## config.mk

```make
export PLATFORM = sky130hd
export DESIGN_NAME = array_rw_arbiter
export DESIGN_NICKNAME = d
export VERILOG_FILES = /design/src/rtl/array_rw_arbiter_pkg.sv /design/src/rtl/array_rsp_fifo.sv /design/src/rtl/array_rw_arbiter.sv
export SDC_FILE = /design/constraint.sdc
export NUM_CORES = 1
export LEC_CHECK = 0
export BUFFER_PORTS_ARGS = -buffer_cell sky130_fd_sc_hd__clkbuf_2
export CORE_UTILIZATION = 46
export DETAILED_ROUTE_END_ITERATION = 12
export PLACE_DENSITY = 0.86
export SLEW_MARGIN = 10
export SYNTH_ARGS = -nofsm -noshare
export SYNTH_HDL_FRONTEND = slang
export SYNTH_SLANG_ARGS = --single-unit
export TNS_END_PERCENT = 50
```

## constraint.sdc

```tcl
create_clock -name clock -period 4.7 [get_ports clock]
set_input_delay 0 -clock clock [delete_from_list [all_inputs] [get_ports clock]]
set_output_delay 0 -clock clock [all_outputs]
set_load 0.03 [all_outputs]
```

## src/rtl/array_rw_arbiter_pkg.sv

```systemverilog
// array_rw_arbiter_pkg
//   Shared definitions for the SRAM front-end controller: default geometry of
//   the 4096 x 20 masked single-port macro, write-mask segment width, the
//   controller state enum and the port-grant enum.
package array_rw_arbiter_pkg;

  localparam int ARR_ADDR_W   = 12;
  localparam int ARR_DATA_W   = 20;
  localparam int ARR_MASK_SEG = 4;
  localparam int SEG_W        = ARR_DATA_W / ARR_MASK_SEG;

  typedef enum logic {
    ST_INIT,
    ST_RUN
  } state_t;

  typedef enum logic [1:0] {
    GNT_NONE,
    GNT_WR,
    GNT_RD
  } grant_t;

endpackage

```

## src/rtl/array_rsp_fifo.sv

```systemverilog
// array_rsp_fifo
//   Circular response FIFO, DEPTH entries of DATA_W bits. Pointers wrap modulo
//   DEPTH, so non-power-of-two depths are supported. Storage is not reset;
//   only pointers and the occupancy count are.
// Ports:
//   clock, reset      - clock, synchronous active-high reset
//   push, push_data   - write an entry at the tail
//   pop               - drop the head entry (caller guarantees count != 0)
//   pop_data          - head entry
//   count             - current occupancy, 0..DEPTH
module array_rsp_fifo #(
  parameter  int DEPTH  = 2,
  parameter  int DATA_W = 20,
  localparam int PTR_W  = (DEPTH > 1) ? $clog2(DEPTH) : 1,
  localparam int CNT_W  = $clog2(DEPTH + 1)
) (
  input  logic              clock,
  input  logic              reset,
  input  logic              push,
  input  logic [DATA_W-1:0] push_data,
  input  logic              pop,
  output logic [DATA_W-1:0] pop_data,
  output logic [CNT_W-1:0]  count
);

  logic [DATA_W-1:0] buf_mem [DEPTH];
  logic [PTR_W-1:0]  wr_ptr;
  logic [PTR_W-1:0]  rd_ptr;
  logic [CNT_W-1:0]  cnt;

  function automatic logic [PTR_W-1:0] ptr_inc(input logic [PTR_W-1:0] p);
    return (p == PTR_W'(DEPTH - 1)) ? '0 : p + 1'b1;
  endfunction

  always_ff @(posedge clock) begin
    if (reset) begin
      wr_ptr <= '0;
      rd_ptr <= '0;
      cnt    <= '0;
    end else begin
      if (push) wr_ptr <= ptr_inc(wr_ptr);
      if (pop)  rd_ptr <= ptr_inc(rd_ptr);
      case ({push, pop})
        2'b10:   cnt <= cnt + 1'b1;
        2'b01:   cnt <= cnt - 1'b1;
        default: cnt <= cnt;
      endcase
    end
  end

  always_ff @(posedge clock) begin
    if (push) buf_mem[wr_ptr] <= push_data;
  end

  assign pop_data = buf_mem[rd_ptr];
  assign count    = cnt;

endmodule

```

## src/rtl/array_rw_arbiter.sv

```systemverilog
// array_rw_arbiter
//   Front end for one single-port masked SRAM macro (1-cycle registered read).
//   Arbitrates independent write and read request channels onto the macro's
//   RW0 port (round-robin on a tie), and catches read data in a response FIFO
//   so the consumer can backpressure. Reads are only issued while a FIFO slot
//   is guaranteed, so no response is ever dropped.
// Ports:
//   clock, reset                         - single clock (also RW0_clk), sync active-high reset
//   w_valid/w_ready/w_addr/w_mask/w_data - write request channel
//   r_valid/r_ready/r_addr               - read request channel
//   rsp_valid/rsp_ready/rsp_data         - read response channel
//   mem_addr/en/wmode/wmask/wdata        - to RW0_addr/en/wmode/wmask/wdata
//   mem_rdata                            - from RW0_rdata
//   init_busy                            - zeroing sweep in progress
// Build option:
//   ARRAY_RW_ARBITER_INIT_EN - when defined, every reset is followed by a sweep
//   writing zero to all 2^ADDR_W words; both request channels are held off
//   until it completes. When undefined, init_busy is tied 0.
module array_rw_arbiter
  import array_rw_arbiter_pkg::*;
#(
  parameter int ADDR_W    = ARR_ADDR_W,
  parameter int DATA_W    = ARR_DATA_W,
  parameter int MASK_SEG  = ARR_MASK_SEG,
  parameter int RSP_DEPTH = 2
) (
  input  logic                clock,
  input  logic                reset,
  input  logic                w_valid,
  output logic                w_ready,
  input  logic [ADDR_W-1:0]   w_addr,
  input  logic [MASK_SEG-1:0] w_mask,
  input  logic [DATA_W-1:0]   w_data,
  input  logic                r_valid,
  output logic                r_ready,
  input  logic [ADDR_W-1:0]   r_addr,
  output logic                rsp_valid,
  input  logic                rsp_ready,
  output logic [DATA_W-1:0]   rsp_data,
  output logic [ADDR_W-1:0]   mem_addr,
  output logic                mem_en,
  output logic                mem_wmode,
  output logic [MASK_SEG-1:0] mem_wmask,
  output logic [DATA_W-1:0]   mem_wdata,
  input  logic [DATA_W-1:0]   mem_rdata,
  output logic                init_busy
);

  localparam int CNT_W = $clog2(RSP_DEPTH + 1);

  state_t            state;
  grant_t            grant;
  grant_t            last_grant;
  logic [ADDR_W-1:0] init_addr;
  logic              vld_p1;
  logic [CNT_W-1:0]  rsp_count;
  logic [CNT_W:0]    credits_used;
  logic              run;
  logic              wr_elig;
  logic              rd_elig;
  logic              rsp_pop;

`ifdef ARRAY_RW_ARBITER_INIT_EN
  state_t            state_nxt;
  logic [ADDR_W-1:0] init_addr_nxt;

  always_ff @(posedge clock) begin
    if (reset) begin
      state     <= ST_INIT;
      init_addr <= '0;
    end else begin
      state     <= state_nxt;
      init_addr <= init_addr_nxt;
    end
  end

  always_comb begin
    state_nxt     = state;
    init_addr_nxt = init_addr;
    if (state == ST_INIT) begin
      init_addr_nxt = init_addr + 1'b1;
      if (&init_addr) state_nxt = ST_RUN;
    end
  end
`else
  assign state     = ST_RUN;
  assign init_addr = '0;
`endif

  assign init_busy = (state == ST_INIT);
  assign run       = (state == ST_RUN);

  // A read is only issued if a FIFO slot is already guaranteed for it,
  // counting both stored responses and the one still inside the macro.
  assign credits_used = {1'b0, rsp_count} + (CNT_W + 1)'(vld_p1);
  assign wr_elig      = run && w_valid;
  assign rd_elig      = run && r_valid && (credits_used < (CNT_W + 1)'(RSP_DEPTH));

  always_comb begin
    grant = GNT_NONE;
    if (wr_elig && rd_elig) begin
      grant = (last_grant == GNT_WR) ? GNT_RD : GNT_WR;
    end else if (wr_elig) begin
      grant = GNT_WR;
    end else if (rd_elig) begin
      grant = GNT_RD;
    end
  end

  assign w_ready = (grant == GNT_WR);
  assign r_ready = (grant == GNT_RD);

  // Stage p0: macro port driven combinationally from the grant
  always_comb begin
    mem_en    = 1'b0;
    mem_wmode = 1'b0;
    mem_addr  = '0;
    mem_wmask = '0;
    mem_wdata = '0;
    if (state == ST_INIT) begin
      mem_en    = 1'b1;
      mem_wmode = 1'b1;
      mem_addr  = init_addr;
      mem_wmask = '1;
    end else if (grant == GNT_WR) begin
      mem_en    = 1'b1;
      mem_wmode = 1'b1;
      mem_addr  = w_addr;
      mem_wmask = w_mask;
      mem_wdata = w_data;
    end else if (grant == GNT_RD) begin
      mem_en    = 1'b1;
      mem_addr  = r_addr;
    end
  end

  always_ff @(posedge clock) begin
    if (reset) begin
      last_grant <= GNT_RD;
      vld_p1     <= 1'b0;
    end else begin
      if (grant != GNT_NONE) last_grant <= grant;
      vld_p1 <= (grant == GNT_RD);
    end
  end

  // Stage p1: macro read data valid; captured into the FIFO at end of cycle
  assign rsp_pop   = rsp_valid && rsp_ready;
  assign rsp_valid = (rsp_count != '0);

  array_rsp_fifo #(
    .DEPTH  (RSP_DEPTH),
    .DATA_W (DATA_W)
  ) u_rsp_fifo (
    .clock     (clock),
    .reset     (reset),
    .push      (vld_p1),
    .push_data (mem_rdata),
    .pop       (rsp_pop),
    .pop_data  (rsp_data),
    .count     (rsp_count)
  );

endmodule

```

# --- Word-level counts from Yosys, hierarchy flattened ---
# Memories as Yosys holds them, arrays and structs flattened. A register that Yosys moved wholly into a read port is not among the register bits.
# Cells that the tools add are included.
totals:
  latchBits: 0
  reg_bits: 7
  mem_bits_rw: 40
  mem_bits_ro: 0
  output_inout_bits: 62
  wordCells: 41
  inputBits: 73
  n_memories: 1
memory_table:
  columns: ["memory", "words", "word_bits", "read_ports", "rd_ports_with_merged_regs", "write_ports", "line_no", "text"]
  rows:
  - ["u_rsp_fifo.buf_mem", 2, 20, 1, 1, 1, "array_rsp_fifo.sv:26", "logic [DATA_W-1:0] buf_mem [DEPTH];"]
classes:
  n_eq_ne: 5
  n_mux: 18
  addsub: 5
  n_mul: 0
  n_reduce_logical: 6
  div: 0
  n_bitwise: 0
  order_cmp: 1
  shift: 0
op_table:
  columns: ["operator", "n"]
  rows:
  - ["12-bit two-way mux", 2]
  - ["20-bit two-way mux", 1]
  - ["1-bit two-way mux", 9]
  - ["2-bit two-way mux", 4]
  - ["2-bit by 1-bit == test with 1-bit output, second input constant", 3]
  - ["2-bit nonzero test", 3]
  - ["2-bit == test, second input constant", 2]
  - ["4-bit two-way mux", 1]
  - ["2-bit case mux with 2 select lines", 1]
  - ["2-bit by 1-bit adder with 3-bit output", 1]
  - ["1-bit logical AND", 3]
  - ["3-bit by 2-bit less-than comparator with 1-bit output, second input constant", 1]
  - ["1-bit adder, second input constant", 2]
  - ["2-bit by 1-bit adder with 2-bit output, second input constant", 1]
  - ["2-bit by 1-bit subtractor with 2-bit output, second input constant", 1]

# --- Longest topological paths before layout ---
# Gate-level depths: netlist of run 1.
depth:
  word_depth: 9
  mapped_depth: 5
  mapped_depth_nobuf: 5

# --- Modules after synthesis ---
# Synthesis of run 1 repeated with hierarchy kept, for this count alone.
hier_totals:
  hier_cells: 144
  hier_area_um2: 2134.5
modules_own_cells:
  columns: ["mod", "area_each_um2", "cells_each", "seq_area_each_um2", "n_inst"]
  rows:
  - ["array_rsp_fifo", 1629.1, 82, 1301.2, 1]
  - ["array_rw_arbiter", 505.5, 62, 60.1, 1]

# --- Worst setup path after synthesis of run 1 ---
# No wires, ideal clock.
synth_path:
  kind: "register to register"
  from: "register vld_p1"
  to: "memory u_rsp_fifo.buf_mem[0][0], enable pin"
  slack_ns: 3.006
  n_path_buf: 0
  setup_time_ns: 0.397
  synth_period_minus_slack_ns: 1.694
  required_time_ns: 4.303
  arrival_time_ns: 1.297
  path_stages_with_launch: 3
  cell_sequence: "dfxtp_1 > inv_1 > nor2_1"
synth_via:
  elab_chain_len: 2
synth_rtl:
  columns: ["element", "line_no", "text"]
  rows:
  - ["from (decl)", "array_rw_arbiter.sv:55", "logic vld_p1;"]
  - ["from (signal assigned)", "array_rw_arbiter.sv:143", "vld_p1 <= (grant == GNT_RD);"]
  - ["1-bit two-way mux", "array_rsp_fifo.sv:52", "if (push) buf_mem[wr_ptr] <= push_data;"]
  - ["1-bit two-way mux (implied by the code)", "array_rsp_fifo.sv:52", null]
  - ["to (decl)", "array_rsp_fifo.sv:26", null]
# Every way passes these cells.

# --- Worst setup path after layout of run 1 ---
layout_path:
  from: "register u_rsp_fifo.cnt[0], in the netlist u_rsp_fifo.count[0]"
  to: "output mem_addr[10]"
layout_via:
  elab_chain_len: 9
  word_cells_on_any_way: 11
  classes_between: "1 x add/sub; 1 x order compare; 2 x eq/ne; 5 x mux; 2 x reduce/logical"
layout_rtl:
  columns: ["element", "line_no", "text"]
  rows:
  - ["from (decl)", "array_rsp_fifo.sv:29", "logic [CNT_W-1:0] cnt;"]
  - ["from (signal assigned)", "array_rsp_fifo.sv:44", "2'b10: cnt <= cnt + 1'b1;"]
  - ["from (signal assigned)", "array_rsp_fifo.sv:45", "2'b01: cnt <= cnt - 1'b1;"]
  - ["from (signal assigned)", "array_rsp_fifo.sv:46", "default: cnt <= cnt;"]
  - ["2-bit by 1-bit adder with 3-bit output *", "array_rw_arbiter.sv:95", "assign credits_used = {1'b0, rsp_count} + (CNT_W + 1)'(vld_p1);"]
  - ["3-bit by 2-bit less-than comparator with 1-bit output *", "array_rw_arbiter.sv:97", "assign rd_elig = run && r_valid && (credits_used < (CNT_W + 1)'(RSP_DEPTH));"]
  - ["1-bit logical AND *", "array_rw_arbiter.sv:97", null]
  - ["2-bit two-way mux", "array_rw_arbiter.sv:105", "end else if (rd_elig) begin"]
  - ["2-bit two-way mux", "array_rw_arbiter.sv:103", "end else if (wr_elig) begin"]
  - ["2-bit two-way mux *", "array_rw_arbiter.sv:101", "if (wr_elig && rd_elig) begin"]
  - ["2-bit == test", "array_rw_arbiter.sv:131", "end else if (grant == GNT_RD) begin"]
  - ["12-bit two-way mux", "array_rw_arbiter.sv:131", null]
  - ["12-bit two-way mux *", "array_rw_arbiter.sv:125", "end else if (grant == GNT_WR) begin"]
  - ["to (decl)", "array_rw_arbiter.sv:40", "output logic [ADDR_W-1:0] mem_addr,"]
# Mark *: on every way between the ends. The rest lies on a longest branch, timed or not.

==> metrics.md, run 1 <==
| Metric | Value |
|---|---|
| FMAX | `0.495 GHz` |
| Hold Path Depth | `4` |
| Antenna diodes | `0` |
| Core area | `0.00441 sq mm` |
| Post-synth EDFFs | `40` |
| Synth cell types | `31` |
| Cell chain of the critical path | `nand2_2 -> a31oi_4 -> a22o_1 -> clkbuf_2` |
| First-pass GRT wire length | `7.47 mm` |
| Vias/cell | `4.76` |
| Post-CTS Setup Repair Bufs | `0` |
| DR pass1 iterations | `4` |
| Worst reg2reg startpoint | `vld_p1` |
| CTS root buffer | `clkbuf_8` |
| Syn avg cell area | `14.8 sq um` |
| Mapped cell area | `0.00214 sq mm` |
| Initial antenna violation count | `0` |
| TNS Setup | `0 ps` |
| GPL Wtd Cong | `0.799` |
| Share of cells above drive strength 1 | `57.9%` |
| Final Cycle Share | `43.0%` |
| Worst Hold Class | `in2reg` |
| Die Y | `70.2 um` |
| Critical path peak fanout | `38` |
| Layout area overhead | `46.0%` |
| Routed wire per std cell | `13.6 um` |
| Skew final | `6.96 ps` |
| Startpoint Class | `flop` |
| R2r setup slk | `3070 ps` |
| Total gr overflow | `0` |
| CP Data Required Time | `4700 ps` |
| Final min period | `2020 ps` |
| Clk_lat worst skew | `290 ps` |
| I/O pin cnt | `135` |
| RSZ-0062 raised after global routing | `false` |
| Vias in the first global route | `1652` |
| Post-synthesis sequential area ratio | `63.6%` |
| FF-to-FF End | `u_rsp_fifo.buf_mem[0][14]` |
| Fin nets | `372` |
| Final hold vios | `0` |
| H-tree levels | `2` |
| Synthesis-stage register bit count | `48` |
| Area after DPL | `0.00281 sq mm` |
| Synth area leaders | `edfxtp_1 56%, mux2_2 11%, dfxtp_1 7.5%` |
| CTS tree | `yes` |
| Clock transition at path regs | `90 ps` |
| Slowest cell on crit path | `a31oi_4` |
| Slew at the pin with the worst max-slew slack | `1020 ps` |
| Worst Min Path Start | `rsp_ready` |
| Initial Util | `48.5%` |
| Max Cap Violations | `0` |
| Most frequent cell after synthesis | `edfxtp_1` |
| Initial drt markers | `52` |
| Worst reg-to-reg path cell count | `2` |
| CTS Hold Bufs | `22` |
| Yosys top cell area share | `56.1%` |
| Die Area | `0.00493 sq mm` |
| Cells after Synth | `145` |
| Final WL | `4.77 mm` |
| Total GRT Usage | `19.7%` |
| Power Total | `1080 uW` |
| Crit Path Class | `reg2out` |
| Vias | `1670` |
| Number of port buffers | `133` |
| Routed Antenna Nets | `0` |
| Final setup fails | `0` |
| DP HPWL | `3.26 mm` |
| Nature of the critical path endpoint | `output pin` |
| Maximum clock path buffer count | `2` |
| Leakage Power | `0.00141 uW` |
| Synth cell count leaders | `40 x edfxtp_1, 25 x and2_1, 20 x mux2_2` |
| Crit path largest cell delay | `660 ps` |
| YS warnings | `0` |
| Cell Pwr Density | `346 mW/mm^2` |
| Design Area, Final | `0.00312 sq mm` |
| Clock sinks | `48` |
| DR DRC count | `0` |
| CTS resizes | `0` |
| Status | `complete, no violations` |
| Largest net degree at the start of global routing | `39` |
| Syn_nets | `219` |
| Post-synth top area cell | `edfxtp_1` |
| Die width | `70.2 um` |
| Post-synth ARST share | `0%` |
| Max VDD drop | `145 uV` |
| Fillers | `325` |
| Max Slew Vio Count | `0` |
| Worst EP arrival | `2020 ps` |
| Ys flop type | `edfxtp_1` |
| Slew headroom | `32.1%` |
| Hold endpoint | `u_rsp_fifo.rd_ptr` |
| CTS Buf Count | `5` |
| Rows | `24` |
[registers in the layout, summed over array words and instances (netlist names), named ones only]
name	flops
last_grant	2
u_rsp_fifo.buf_mem	40
u_rsp_fifo.count	2
u_rsp_fifo.rd_ptr	1
u_rsp_fifo.wr_ptr	1
vld_p1	1
[stage by stage]
step | instances | util (%) | worst slack (ps) | hold slack [ps]
after floorplan | 145 | - | 3010 | 98.9
after global placement | 321 | 63.5 | 3070 | 195
after detailed placement | 321 | 63.5 | 2990 | 196
after CTS | 351 | 70.7 | 2670 | 137
after global routing | 351 | 70.7 | 2530 | 169
final | 351 | 70.7 | 2680 | 133
[layout make-up]
type | count | area [sq um] | share of cell area (%)
Multi-Input combinational cell | 86 | 706 | 22.6
Tap cell | 52 | 65.1 | 2.08
Sequential cell | 48 | 1360 | 43.6
Clock inverter | 2 | 15.0 | 0.481
Timing Repair Buffer | 155 | 886 | 28.4
Inverter | 2 | 7.51 | 0.240
Clock buffer | 6 | 82.6 | 2.64
[layout by cell type, fill, tap and decap left out, types with 2 or more instances in the layout]
master,n
edfxtp_1,40
dfxtp_1,8
mux2_2,20
inv_1,2
xnor2_1,3
a22o_1,7
clkinvlp_4,2
dlygate4sd3_1,22
clkbuf_8,6
a21o_1,2
and2_1,25
nor2_1,4
nand2_1,2
clkbuf_2,133
a21oi_1,2
a22o_2,5
[logic make-up (layout without fill, tap and decap cells)]
group                    after synthesis  in the layout  share of synthesized area, %
flip-flops                            48             48                          63.6
AO/OA/AOI/OAI                         21             21                          8.89
buffers and inverters                 11            165                          3.51
other                                  1              1                         0.175
multiplexers                          20             20                          10.5
AND/OR/NAND/NOR                       39             39                          11.1
XOR/XNOR                               4              4                          1.64
adder cells (fa/ha/maj)                1              1                         0.585
[how the worst max path moves through the flow]
stage | start | end | slack [ps] | depth (start not counted)
floorplan | vld_p1 | u_rsp_fifo.buf_mem[0][0] | 3010 | 2
global placement | u_rsp_fifo.count[0] | mem_addr[2] | 3070 | 4
detailed placement | u_rsp_fifo.count[0] | mem_addr[10] | 2990 | 4
CTS | u_rsp_fifo.count[0] | mem_addr[10] | 2670 | 4
global route | u_rsp_fifo.count[0] | mem_addr[10] | 2530 | 4
finish | u_rsp_fifo.count[0] | mem_addr[10] | 2680 | 4
[routing by layer]
layer	track usage (%)	vias up	wire length (um)	part of all wire, %
li1	-	826	-	-
met2	37.6	85	2600	55
met4	6.67	0	61	1.3
met3	3.46	5	300	6.3
met5	0	-	0	0
met1	21.7	754	1800	38
[report_power, final]
group	leakage, uW	internal, uW	switching (uW)
Combinational	0.000934	133	189
Sequential	0.000429	483	26.3
Clock	0.0000434	119	131
Total	0.00141	734	346
[worst max-delay path: cells and delay by family, from the launching register on]
| family | cells | cell delay, ps |
|---|---|---|
| AO/OA/AOI/OAI | 2 | 920 |
| buffers and inverters | 1 | 210 |
| flip-flops | 1 | 450 |
| AND/OR/NAND/NOR | 1 | 140 |
(Power assumes the default switching activity.)
==> inputs of run 2 (changes only) <==
--- a/config.mk
+++ b/config.mk
@@ -6,9 +6,9 @@
 export NUM_CORES = 1
 export LEC_CHECK = 0
 export BUFFER_PORTS_ARGS = -buffer_cell sky130_fd_sc_hd__clkbuf_2
-export CORE_UTILIZATION = 46
+export CORE_UTILIZATION = 42
 export DETAILED_ROUTE_END_ITERATION = 12
-export PLACE_DENSITY = 0.86
+export PLACE_DENSITY = 0.79
 export SLEW_MARGIN = 10
 export SYNTH_ARGS = -nofsm -noshare
 export SYNTH_HDL_FRONTEND = slang
==> constraint.sdc (replaced) <==
create_clock -name clock -period 1.93 [get_ports clock]
set_input_delay 0 -clock clock [delete_from_list [all_inputs] [get_ports clock]]
set_output_delay 0 -clock clock [all_outputs]
set_load 0.03 [all_outputs]
==> run 2 against run 1 <==
  * Clock skew fell by 3.8 ps
  * Via count rose by 0.90%
  * Total power rose by 140%
  * Global-route usage fell by 2.8 points
  * Combinational power rose to 2.6 times the previous value
  * Sequential power rose by 140%
==> metrics.md, run 2 (synthesis gave the netlist of run 1 again) <==
| Metric | Value |
|---|---|
| Initial Util | `44.4% (-4.1 points)` |
| Clock network power share | `21.6% (-1.6 points)` |
| Clock sinks | `48 (unchanged)` |
| CTS tree | `yes` |
| Leakage Power | `0.00143 uW (+1.4%)` |
| Crit path largest cell delay | `440 ps (-220 ps)` |
| Cell chain of the critical path | `nand2_2 -> a31oi_4 -> buf_12 -> a22o_2 -> clkbuf_2` |
| Non-filler instance count after layout | `370 (+5.4%)` |
| Worst EP arrival | `1740 ps (-280 ps)` |
| Worst Hold Class | `in2reg` |
| Final Cycle Share | `90.0%` |
| Vias/cell | `4.55 (-4.3%)` |
| Die Y | `73.4 um (+4.5%)` |
| Fin nets | `376 (+1.1%)` |
| Largest net degree at the start of global routing | `29 (-26%)` |
| DR pass1 iterations | `4 (unchanged)` |
| Top reg by flops | `u_rsp_fifo.buf_mem` |
| TNS Setup | `0 ps (unchanged)` |
| H-tree levels | `2 (unchanged)` |
| CTS root buffer | `clkbuf_8` |
| Gate power share | `32.0% (+2.3 points)` |
| Hold Path Depth | `4 (unchanged)` |
| Post-CTS Setup Repair Bufs | `0 (unchanged)` |
| M3 GR Usage | `3.02% (-0.45 points)` |
| GRT Max-Usage Layer | `met2` |
| Hold endpoint | `u_rsp_fifo.rd_ptr` |
| GPL Wtd Cong | `0.800 (+0.15%)` |
| Dpl cells | `340 (+5.9%)` |
| Vias | `1685 (+0.90%)` |
| Crit path max-delay family | `compound AO/OA/AOI/OAI gates` |
| Internal power | `1760 uW (+140%)` |
| Reg power frac | `46.4% (-0.7 points)` |
| Met2 track demand over resource | `34.8% (-2.8 points)` |
| Core area | `0.00482 sq mm (+9.1%)` |
| Final WL | `4.71 mm (-1.3%)` |
| Rows | `25 (+4.2%)` |
| Commonest non-fill, non-tap cell in the layout | `clkbuf_2` |
| Max reg flops | `40 (unchanged)` |
| Slowest cell on crit path | `dfxtp_1` |
| Buffers & Inverters on Critical Path | `2 (+1)` |
| Nature of the critical path endpoint | `output pin` |
| DR DRC count | `0 (unchanged)` |
| Layout area overhead | `48.4%` |
| Antenna diodes | `0 (unchanged)` |
| Worst reg-to-reg path cell count | `4 (+2)` |
| Min Hold Slack | `128 ps (-5.10 ps)` |
| First-pass GRT wire length | `6.69 mm (-10%)` |
| Total gr overflow | `0 (unchanged)` |
| Max Slew Vio Count | `0 (unchanged)` |
| Routed Antenna Nets | `0 (unchanged)` |
| CP Data Required Time | `1930 ps (-2770 ps)` |
| Final min period | `1740 ps` |
| Sw Ratio | `32.1% (+0.081 points)` |
| FMAX | `0.576 GHz` |
| I/O pin cnt | `135 (unchanged)` |
| Skew final | `3.16 ps (-3.80 ps)` |
| Startpoint Class | `flop` |
| Routed wire per std cell | `12.7 um (-6.4%)` |
| Power Total | `2590 uW (+140%)` |
| Most frequent cells in the layout | `133 x clkbuf_2, 40 x edfxtp_1, 25 x and2_1` |
| CTS Hold Bufs | `22 (unchanged)` |
| DP HPWL | `3.34 mm (+2.4%)` |
| Max Cap Violations | `0 (unchanged)` |
| Critical path peak fanout | `28 (-26%)` |
| Clock transition at path regs | `80 ps (about the same)` |
| Share of cells above drive strength 1 | `58.1% (+0.23 points)` |
| Crit Path Class | `reg2out` |
| Area after DPL | `0.00287 sq mm (+2.2%)` |
| Initial drt markers | `29 (-44%)` |
| RSZ-0062 raised after global routing | `false` |
| Clk_lat worst skew | `290 ps (about the same)` |
| Vias in the first global route | `1600 (-3.1%)` |
| Number of port buffers | `133 (unchanged)` |
| M1 GR Usage | `15.4% (-6.3 points)` |
| Max VDD drop | `420 uV (+190%)` |
| NetSw | `833 uW (+140%)` |
| Final setup fails | `0 (unchanged)` |
| Total GRT Usage | `16.9% (-2.8 points)` |
| R2r setup slk | `440 ps (-2630 ps)` |
| Status | `complete, no violations` |
| Initial antenna violation count | `0 (unchanged)` |
| Worst Min Path Start | `rsp_ready` |
| Die width | `73.4 um (+4.5%)` |
| Final hold vios | `0 (unchanged)` |
| FF-to-FF End | `u_rsp_fifo.count[1]` |
| Maximum clock path buffer count | `2 (unchanged)` |
| Worst reg2reg startpoint | `u_rsp_fifo.count[1]` |
| Design Area, Final | `0.00317 sq mm (+1.6%)` |
| CTS Buf Count | `5 (unchanged)` |
| CTS resizes | `0 (unchanged)` |
| Die Area | `0.00538 sq mm (+9.3%)` |
| Cell Pwr Density | `817 mW/mm^2 (+140%)` |
[run 2: cell types whose count changed in the layout (fill, tap and decap cells not counted)]
cell	change
buf_12	+1
clkbuf_8	-1
clkinv_1	+1
buf_4	+3
[run 2: worst register-to-register path, cell delays in order, from the launching register on]
cell and delay, ps:
dfxtp_1 370, o21a_1 230, ha_1 330, or3_1 350, a21oi_1 150
[run 2: area by class of cell]
type | instances | area (sq um)
Fill cell | 375 | 1640
Multi-Input combinational cell | 86 | 706
Timing Repair Buffer | 159 | 928
Tap cell | 67 | 83.8
Sequential cell | 48 | 1360
Clock inverter | 3 | 18.8
Clock buffer | 5 | 68.8
Inverter | 2 | 7.51
[run 2: worst max-delay path by stage]
stage / start / end / slack [ps] / cells after the start
floorplan: vld_p1 / u_rsp_fifo.buf_mem[0][0] / 240 / 2
global placement: u_rsp_fifo.count[1] / u_rsp_fifo.count[1] / 500 / 4
detailed placement: u_rsp_fifo.count[1] / u_rsp_fifo.count[1] / 450 / 4
CTS: u_rsp_fifo.count[0] / mem_addr[1] / 170 / 5
global route: u_rsp_fifo.count[0] / mem_addr[10] / 70 / 5
finish: u_rsp_fifo.count[0] / mem_addr[1] / 190 / 5
[run 2: per-layer routing]
metal  vias to the layer above  share of wire, %
met1                       762                35
met5                         -                 0
met2                        83                56
met3                         5               7.0
li1                        835                 -
met4                         0               1.5
[run 2: power groups by stage]
stage | clock network (uW) | logic (uW) | registers (uW)
finish | 560 | 829 | 1200
floorplan | 0 | 576 | 1220
global placement | 0 | 788 | 1220
CTS | 588 | 834 | 1200
detailed placement | 0 | 793 | 1230
global route | 606 | 884 | 1210
[run 2: per-stage QoR]
step           utilization (%)  setup slack (ps)
2_1_floorplan                -               236
3_3_place_gp              59.5               502
3_5_place_dp              59.5               451
4_1_cts                   65.9               172
5_1_grt                   65.9              74.4
6_report                  65.9               193
==> inputs of run 3 (changes only) <==
--- a/config.mk
+++ b/config.mk
@@ -6,9 +6,9 @@
 export NUM_CORES = 1
 export LEC_CHECK = 0
 export BUFFER_PORTS_ARGS = -buffer_cell sky130_fd_sc_hd__clkbuf_2
-export CORE_UTILIZATION = 42
+export CORE_UTILIZATION = 38
 export DETAILED_ROUTE_END_ITERATION = 12
-export PLACE_DENSITY = 0.79
+export PLACE_DENSITY = 0.76
 export SLEW_MARGIN = 10
 export SYNTH_ARGS = -nofsm -noshare
 export SYNTH_HDL_FRONTEND = slang
==> constraint.sdc (replaced) <==
create_clock -name clock -period 1.42 [get_ports clock]
set_input_delay 0 -clock clock [delete_from_list [all_inputs] [get_ports clock]]
set_output_delay 0 -clock clock [all_outputs]
set_load 0.03 [all_outputs]
==> run 3 against run 2 <==
  * The run now ends with setup timing left
  * Utilization shrank 2.1 points
  * Critical path depth is the same
  * Clock-buffer cell count is the same
  * Sequential power grew 37%
  * Critical path type unchanged
  * Largest power group unchanged
  * Highest routed layer unchanged
==> metrics.md, run 3 (synthesis gave the netlist of run 1 again) <==
| Metric | Value |
|---|---|
| Share of cells above drive strength 1 | `59.9% (+1.8 points)` |
| Max reg flops | `40 (unchanged)` |
| Min Hold Slack | `218 ps (+90.3 ps)` |
| H-tree levels | `2 (unchanged)` |
| Skew final | `1.70 ps (-1.46 ps)` |
| Clock transition at path regs | `80 ps (about the same)` |
| Final min period | `1560 ps` |
| Commonest non-fill, non-tap cell in the layout | `clkbuf_2` |
| Max VDD drop | `520 uV (+24%)` |
| I/O pin cnt | `135 (unchanged)` |
| Clock network power share | `20.8% (-0.8 points)` |
| Die Area | `0.00593 sq mm (+10%)` |
| Cell Pwr Density | `1080 mW/mm^2 (+33%)` |
| Total GRT Usage | `16.4% (-0.44 points)` |
| Initial drt markers | `35 (+21%)` |
| CTS tree | `yes` |
| Clock sinks | `48 (unchanged)` |
| CP Data Required Time | `1420 ps (-510 ps)` |
| Highest routed layer | `met4` |
| Startpoint Class | `flop` |
| DR WL met2 | `2.57 mm (-3.1%)` |
| Final setup fails | `37 (+37)` |
| First-pass GRT wire length | `7.60 mm (+13%)` |
| Largest net degree at the start of global routing | `39 (+34%)` |
| RSZ-0062 raised after global routing | `true` |
| Worst reg2reg startpoint | `u_rsp_fifo.count[1]` |
| Die Y | `77.0 um (+5.0%)` |
| Leakage Power | `0.00148 uW (+3.6%)` |
| DP HPWL | `3.41 mm (+2.1%)` |
| Rows | `26 (+4.0%)` |
| Clk_lat worst skew | `290 ps (about the same)` |
| Critical path peak fanout | `38 (+36%)` |
| Routed Antenna Nets | `0 (unchanged)` |
| NetSw | `1150 uW (+38%)` |
| Worst reg-to-reg path cell count | `4 (unchanged)` |
| Final hold vios | `0 (unchanged)` |
| CTS Buf Count | `5 (unchanged)` |
| Post-place setup slack | `-27.6 ps (-479 ps)` |
| GPL Wtd Cong | `0.791 (-1.1%)` |
| Vias in the first global route | `1734 (+8.4%)` |
| Maximum clock path buffer count | `2 (unchanged)` |
| CTS root buffer | `clkbuf_8` |
| Worst Min Path Start | `rsp_ready` |
| Fin nets | `380 (+1.1%)` |
| M1 WL | `1.82 mm (+10%)` |
| Most frequent cells in the layout | `95 x clkbuf_2, 40 x edfxtp_1, 34 x clkbuf_4` |
| Final Cycle Share | `110%` |
| Hold Path Depth | `5 (+1)` |
| Worst Hold Class | `in2reg` |
| Fin worst setup slack | `-136 ps (-329 ps)` |
| FF-to-FF End | `u_rsp_fifo.count[1]` |
| Number of port buffers | `133 (unchanged)` |
| Initial Util | `40.6% (-3.8 points)` |
| DR DRC count | `0 (unchanged)` |
| Metal3 WL | `369 um (+13%)` |
| Max Cap Violations | `0 (unchanged)` |
| FMAX | `0.643 GHz` |
| Gate power share | `34.1% (+2.1 points)` |
| Layout area overhead | `57.1%` |
| Die width | `77.0 um (+5.0%)` |
| R2r setup slk | `-10 ps (-450 ps)` |
| Core area | `0.00527 sq mm (+9.4%)` |
| Nature of the critical path endpoint | `output pin` |
| Status | `complete, but fails checks` |
| Final WL | `4.81 mm (+2.3%)` |
| Vias/cell | `4.54 (-0.40%)` |
| Worst EP arrival | `1560 ps (-180 ps)` |
| Failing checks | `setup timing` |
| Initial antenna violation count | `0 (unchanged)` |
| Total gr overflow | `0 (unchanged)` |
| Reg power frac | `45.1% (-1.3 points)` |
| Crit Path Class | `reg2out` |
| DR pass1 iterations | `4 (unchanged)` |
| Sw Ratio | `31.7% (-0.47 points)` |
| Vias | `1710 (+1.5%)` |
| Top reg by flops | `u_rsp_fifo.buf_mem` |
| Antenna diodes | `0 (unchanged)` |
| Routed wire per std cell | `12.8 um (+0.40%)` |
| Internal power | `2490 uW (+41%)` |
| Max Slew Vio Count | `0 (unchanged)` |
## run 3: per-stage QoR
stage	instances	utilization (%)	setup TNS [ps]	cell area, sq um	power (uW)
5_1_grt	377	63.8	-5500	3360	3840
2_1_floorplan	145	-	0	2140	2440
6_report	377	63.8	-2190	3360	3640
3_3_place_gp	346	55.6	0	2930	2800
3_5_place_dp	346	55.6	-27.6	2930	2810
4_1_cts	377	63.8	-2770	3360	3680
## run 3: power groups by stage
stage / logic (uW) / clock network, uW / registers [uW]
6_report: 1240 / 757 / 1640
3_3_place_gp: 1140 / 0 / 1660
2_1_floorplan: 783 / 0 / 1660
4_1_cts: 1240 / 791 / 1650
5_1_grt: 1320 / 865 / 1650
3_5_place_dp: 1150 / 0 / 1670
## run 3: timing repair
| item | 4_1_cts | 5_1_grt |
|---|---|---|
| endpoints found under the hold margin | 47 | 0 |
| setup buffers | 1 | 0 |
| setup endpoints to repair | 40 | 39 |
| resized for setup | 45 | 4 |
| hold buffers | 22 | 0 |
## run 3: worst max-delay path by stage
| stage | cells after the start | startpoint | to | slack [ps] |
|---|---|---|---|---|
| 2_1_floorplan | 4 | u_rsp_fifo.count[1] | u_rsp_fifo.count[1] | 30 |
| 3_3_place_gp | 4 | u_rsp_fifo.count[1] | u_rsp_fifo.count[1] | 40 |
| 3_5_place_dp | 4 | u_rsp_fifo.count[1] | u_rsp_fifo.count[1] | -30 |
| 4_1_cts | 5 | u_rsp_fifo.count[1] | mem_addr[1] | -150 |
| 5_1_grt | 5 | u_rsp_fifo.count[1] | mem_addr[0] | -220 |
| 6_report | 5 | u_rsp_fifo.count[1] | mem_addr[1] | -140 |
## run 3: routing by layer
| metal | global-route usage, % | up-vias |
|---|---|---|
| met5 | 0 | - |
| li1 | - | 842 |
| met4 | 5.47 | 0 |
| met3 | 4.64 | 6 |
| met2 | 32.1 | 89 |
| met1 | 16.4 | 773 |
## run 3: critical path, cell delays in order, from the launching register on
cell and delay [ps]:
dfxtp_2 360, nor2b_4 180, a31oi_4 110, buf_12 170, a22o_2 260, clkbuf_4 180
## run 3: final cells by class
class,instances,area [sq um]
clock buffers,5,68.8
clock inverters,3,18.8
fillers,423,1910
inverters,2,7.51
multi-input cells,86,723
flip-flops and latches,48,1370
well taps,70,87.6
repair buffers,163,1090
